`config.mk`:
```
export PLATFORM = sky130hd
export DESIGN_NAME = macc_seq
export DESIGN_NICKNAME = d
export VERILOG_FILES = /design/src/rtl/macc_seq.sv
export SDC_FILE = /design/constraint.sdc
export NUM_CORES = 2
export LEC_CHECK = 0
export ABC_AREA = 1
export CAP_MARGIN = 25
export CORE_ASPECT_RATIO = 2
export CORE_MARGIN = 2
export CORE_UTILIZATION = 30
export DETAILED_ROUTE_END_ITERATION = 7
export PLACE_DENSITY = 0.48
export RECOVER_POWER = 25
export SYNTH_ARGS = -nofsm -noshare
export SYNTH_HDL_FRONTEND = slang
export SYNTH_SLANG_ARGS = --single-unit
```
`constraint.sdc`:
```
create_clock -name CLK -period 12.05 [get_ports CLK]
set_input_delay 2.41 -clock CLK [delete_from_list [all_inputs] [get_ports CLK]]
set_output_delay 2.41 -clock CLK [all_outputs]
set_load 0.02 [all_outputs]
```
`src/rtl/macc_seq.sv`:
```
// macc_seq: sequences C = A x B over the A/B/C RAM ports; DIM+RD_LAT+1 cycles per C element, no backpressure.
// Define MACC_SAT_EN to saturate c_din to signed 32 bits; otherwise c_din is the low 32 accumulator bits.
module macc_seq #(
   parameter int DIM      = 8,
   parameter int ADDR_MSB = 11,
   parameter int RD_LAT   = 2
) (
   input  logic                CLK,
   input  logic                RST,
   input  logic                start,
   output logic                busy,
   output logic                done,
   output logic                ovf,
   output logic                a_re,
   output logic [ADDR_MSB:0]   a_addr,
   input  logic [31:0]         a_dout,
   output logic                b_re,
   output logic [ADDR_MSB:0]   b_addr,
   input  logic [31:0]         b_dout,
   output logic                c_we,
   output logic [ADDR_MSB:0]   c_addr,
   output logic [31:0]         c_din
);
   localparam int AW = ADDR_MSB + 1;
   localparam int CW = $clog2(DIM) + 1;
   localparam logic [CW-1:0] LAST = CW'(DIM - 1);
   localparam logic signed [63:0] MAXV = 64'sh0000_0000_7FFF_FFFF;
   localparam logic signed [63:0] MINV = 64'shFFFF_FFFF_8000_0000;

   typedef enum logic [2:0] {S_IDLE, S_ISSUE, S_DRAIN, S_WRITE, S_DONE} state_t;

   state_t             state_q;
   logic [CW-1:0]      i_q, j_q, k_q;
   logic [2:0]         drain_q;
   logic [RD_LAT-1:0]  tag_q;
   logic signed [63:0] acc_q, acc_d, a_ext, b_ext, prod;
   logic               busy_q, done_q, ovf_q, re_q, c_we_q;
   logic [AW-1:0]      a_addr_q, b_addr_q, c_addr_q;
   logic [31:0]        c_din_q, c_res;

   function automatic logic [AW-1:0] rc_addr(input logic [CW-1:0] r, input logic [CW-1:0] c);
      return AW'(r) * AW'(DIM) + AW'(c);
   endfunction

   assign a_ext = {{32{a_dout[31]}}, a_dout};
   assign b_ext = {{32{b_dout[31]}}, b_dout};
   assign prod  = a_ext * b_ext;
   // The oldest tag marks the cycle in which the RAMs present that read's data.
   assign acc_d = tag_q[RD_LAT-1] ? acc_q + prod : acc_q;

`ifdef MACC_SAT_EN
   assign c_res = (acc_d > MAXV) ? 32'h7FFF_FFFF :
                  (acc_d < MINV) ? 32'h8000_0000 : acc_d[31:0];
`else
   assign c_res = acc_d[31:0];
`endif

   always_ff @(posedge CLK) begin
      if (RST) begin
         state_q  <= S_IDLE;
         i_q      <= '0;
         j_q      <= '0;
         k_q      <= '0;
         drain_q  <= '0;
         tag_q    <= '0;
         acc_q    <= '0;
         busy_q   <= 1'b0;
         done_q   <= 1'b0;
         ovf_q    <= 1'b0;
         re_q     <= 1'b0;
         c_we_q   <= 1'b0;
         a_addr_q <= '0;
         b_addr_q <= '0;
         c_addr_q <= '0;
         c_din_q  <= '0;
      end else begin
         tag_q  <= (tag_q << 1) | RD_LAT'(re_q);
         acc_q  <= acc_d;
         done_q <= 1'b0;
         c_we_q <= 1'b0;
         case (state_q)
            S_IDLE: begin
               if (start) begin
                  state_q  <= S_ISSUE;
                  busy_q   <= 1'b1;
                  ovf_q    <= 1'b0;
                  i_q      <= '0;
                  j_q      <= '0;
                  k_q      <= '0;
                  acc_q    <= '0;
                  re_q     <= 1'b1;
                  a_addr_q <= '0;
                  b_addr_q <= '0;
               end
            end
            S_ISSUE: begin
               if (k_q == LAST) begin
                  state_q <= S_DRAIN;
                  re_q    <= 1'b0;
                  drain_q <= '0;
               end else begin
                  k_q      <= k_q + CW'(1);
                  a_addr_q <= rc_addr(i_q, k_q + CW'(1));
                  b_addr_q <= rc_addr(k_q + CW'(1), j_q);
               end
            end
            S_DRAIN: begin
               if (drain_q == 3'(RD_LAT - 1)) begin
                  state_q  <= S_WRITE;
                  c_we_q   <= 1'b1;
                  c_addr_q <= rc_addr(i_q, j_q);
                  c_din_q  <= c_res;
               end else begin
                  drain_q <= drain_q + 3'd1;
               end
            end
            S_WRITE: begin
               acc_q <= '0;
               ovf_q <= ovf_q | (acc_q > MAXV) | (acc_q < MINV);
               k_q   <= '0;
               if (j_q == LAST) begin
                  j_q <= '0;
                  if (i_q == LAST) begin
                     state_q <= S_DONE;
                     done_q  <= 1'b1;
                  end else begin
                     i_q      <= i_q + CW'(1);
                     state_q  <= S_ISSUE;
                     re_q     <= 1'b1;
                     a_addr_q <= rc_addr(i_q + CW'(1), '0);
                     b_addr_q <= '0;
                  end
               end else begin
                  j_q      <= j_q + CW'(1);
                  state_q  <= S_ISSUE;
                  re_q     <= 1'b1;
                  a_addr_q <= rc_addr(i_q, '0);
                  b_addr_q <= rc_addr('0, j_q + CW'(1));
               end
            end
            S_DONE: begin
               state_q <= S_IDLE;
               busy_q  <= 1'b0;
            end
            default: state_q <= S_IDLE;
         endcase
      end
   end

   assign busy   = busy_q;
   assign done   = done_q;
   assign ovf    = ovf_q;
   assign a_re   = re_q;
   assign b_re   = re_q;
   assign a_addr = a_addr_q;
   assign b_addr = b_addr_q;
   assign c_we   = c_we_q;
   assign c_addr = c_addr_q;
   assign c_din  = c_din_q;
endmodule
```
==> impl_metrics.tcl <==
set metrics [dict create \
    die_h_um 575 \
    crit_fanout 16 \
    grt_pass1_vias 43500 \
    synthTopCellsByArea "fa_1, inv_1, nand2_1" \
    grtUsageTotal 0.207 \
    ys_warn_count 0 \
    finalSetupViolCount 0 \
    synth_area_per_cell_um2 7.84 \
    crit_end "acc_q[58]" \
    final_max_slew_viol_count 55 \
    hold_viol 0 \
    synth_edf_count 0 \
    post-cts-setup-buffers 0 \
    ant_nets 0 \
    fin_crit_sh 0.906 \
    worstMarginPinSlew_ns 2.86 \
    crit_arrival_ns 11.29 \
    crit_type "in2reg" \
    remaining_drc_errors 0 \
    critPathCaptureType "register" \
    cts.repair.resized 0 \
    synth.top_cell.area_share 0.496 \
    nets 7751 \
    clock_path_buffers 2 \
    numCtsBuffers 17 \
    fp.dieW_um 289 \
    hp-class "reg2reg" \
    gp_congestion 0.947 \
    yosys.cell_count.top_type "inv_1" \
    synth.largest_area_cell "fa_1" \
    syn_area_um2 48800 \
    place_inst 8333 \
    r2r_cells 26 \
    critPathLaunchType "primary input" \
    dieArea_um2 166000 \
    clock_tree.root_cell "clkbuf_16" \
    area_growth_pct 8.88 \
    initial_core_util 0.302 \
    drive_above_1_share 0.0380 \
    drtPass1Iterations 7 \
    ios 141 \
    clk_latency_ns 0.48 \
    cp.required_ns 12.42 \
    yosysUniqueCellTypes 49 \
    synth_seq_cells 145 \
    ys_async_sr_fraction 0 \
    worstReg2RegEnd "c_din[30]" \
    grt_pass1_wl_mm 255 \
    wl_mm 166 \
    min_period_ns 10.92 \
    worstReg2RegStart "acc_q[21]" \
    clock.fmax_ghz 0.0916 \
    fin_setup_tns_ns 0 \
    status "complete, but fails checks" \
    rsz0062_at_grt "false" \
    drt_iter0_markers 1632 \
    clock-sinks 145 \
    grt-ovfl-total 0 \
    cts_tree "built" \
    holdBufCountCts 0 \
    drt-vias-per-instance 4.56 \
    io_buffers 128 \
    violations "max-capacitance violations, max-slew violations" \
    finClkSkew_ns 0.0189 \
    fp-row-count 209 \
    vias 38100 \
    core_area_um2 162000 \
    synth_ff_type "dfxtp_1" \
    antenna_found_initial 4 \
    synth_commonest_cells "inv_1, nand2_1, fa_1, ha_1, nor2_1" \
    hold_start "tag_q[0]" \
    reg2reg_slack_ns 4.82 \
    maxSlewHeadroom -0.909 \
    cpMostUsedCell "inv_1" \
    critPathLaunch "a_dout[31]" \
    fill_cells 17300 \
    yosysSeqAreaShare 0.0595 \
    wl_per_cell_um 19.9 \
    cp_slowest_cell "clkdlybuf4s50_1" \
    grt_max_degree 65 \
    cap_viol_max_count 1 \
    syn-instance-count 6229 \
    final_cells 8370 \
    max_stage_delay_ns 1.02 \
    htree_levels 4 \
    post-dp-hpwl_mm 146 \
    clkTransAtPathRegs_ns 0.07 \
]
## worst min path at each step
stage               end  slack [ns]  cells past startpoint
5_1_grt        tag_q[1]        0.44                      2
4_1_cts        tag_q[1]        0.41                      2
3_3_place_gp   tag_q[1]        0.40                      2
2_1_floorplan  tag_q[1]        0.39                      2
3_5_place_dp   tag_q[1]        0.40                      2
6_report       tag_q[1]        0.40                      2
## flip-flops by register name, summed over array words and instances, names as in the netlist
signal / flops
a_addr: 8
a_re: 1
acc_q: 64
b_addr: 8
busy: 1
c_addr: 8
c_din: 32
c_we: 1
done: 1
drain_q: 3
i_q: 4
j_q: 4
k_q: 4
ovf: 1
state_q: 3
tag_q: 2
## placed cells by master (no fill, tap or decap), drive strengths merged, types with 3 or more instances in the layout
master / n
nand2: 1581
o211ai: 8
clkinvlp: 4
nor2: 244
nand4: 44
or2: 10
buf: 104
clkbuf: 18
clkdlybuf4s50: 123
nand3: 126
nor3: 21
ha: 229
o21a: 6
nand3b: 4
a211oi: 3
fa: 1210
xor2: 19
xnor2: 8
o31ai: 3
dfxtp: 145
inv: 2044
conb: 12
a21oi: 159
o21ai: 90
clkinv: 7
o21bai: 17
nor4: 4
## per-stage QoR
| stage | cell area, µm² | worst slack, ns | utilization | hold slack, ns |
|---|---|---|---|---|
| 2_1_floorplan | 48900 | 2.36 | - | 0.388 |
| 3_5_place_dp | 52500 | 0.599 | 0.325 | 0.396 |
| 5_1_grt | 53200 | 0.755 | 0.328 | 0.439 |
| 6_report | 53200 | 1.13 | 0.328 | 0.401 |
| 4_1_cts | 53100 | 1.11 | 0.328 | 0.407 |
| 3_3_place_gp | 52500 | 0.712 | 0.324 | 0.400 |
## worst max-delay path: cells and delay by family
kind	cells	cell delay, ns
simple gates	10	1.89
buf+inv	10	2.55
fa+ha+maj	9	4.38
## kinds of logic (layout without fill, tap and decap cells)
kind of cell	Yosys count	in the layout	share of synthesized area
other	1	14	0.0000768
buffers and inverters	2284	2302	0.178
adder cells (fa/ha/maj)	1439	1439	0.555
XOR/XNOR	27	27	0.00484
AND/OR/NAND/NOR	2035	2035	0.169
flip-flops	145	145	0.0595
multiplexers	2	2	0.000410
AO/OA/AOI/OAI	296	296	0.0336
## area by class of cell
type | count | area [µm²] | area share
antenna | 2 | 5.00 | 0.0000941
clock buffer | 17 | 425 | 0.00800
clock inverter | 15 | 140 | 0.00264
inverter | 2040 | 7660 | 0.144
multi-input combinational | 3811 | 37300 | 0.701
sequential | 145 | 2900 | 0.0546
tap | 2110 | 2640 | 0.0497
timing repair buffer | 230 | 2130 | 0.0401
## metal layers
metal	GRT usage	up-vias	part of all wire
met5	0	-	0.00014
met4	0.109	4	0.063
met3	0.0178	408	0.030
met2	0.426	866	0.59
met1	0.193	19500	0.32
li1	-	17300	-
Power is not shown: default switching activity piles up to over one toggle a cycle in this logic, so the estimate is an artifact.
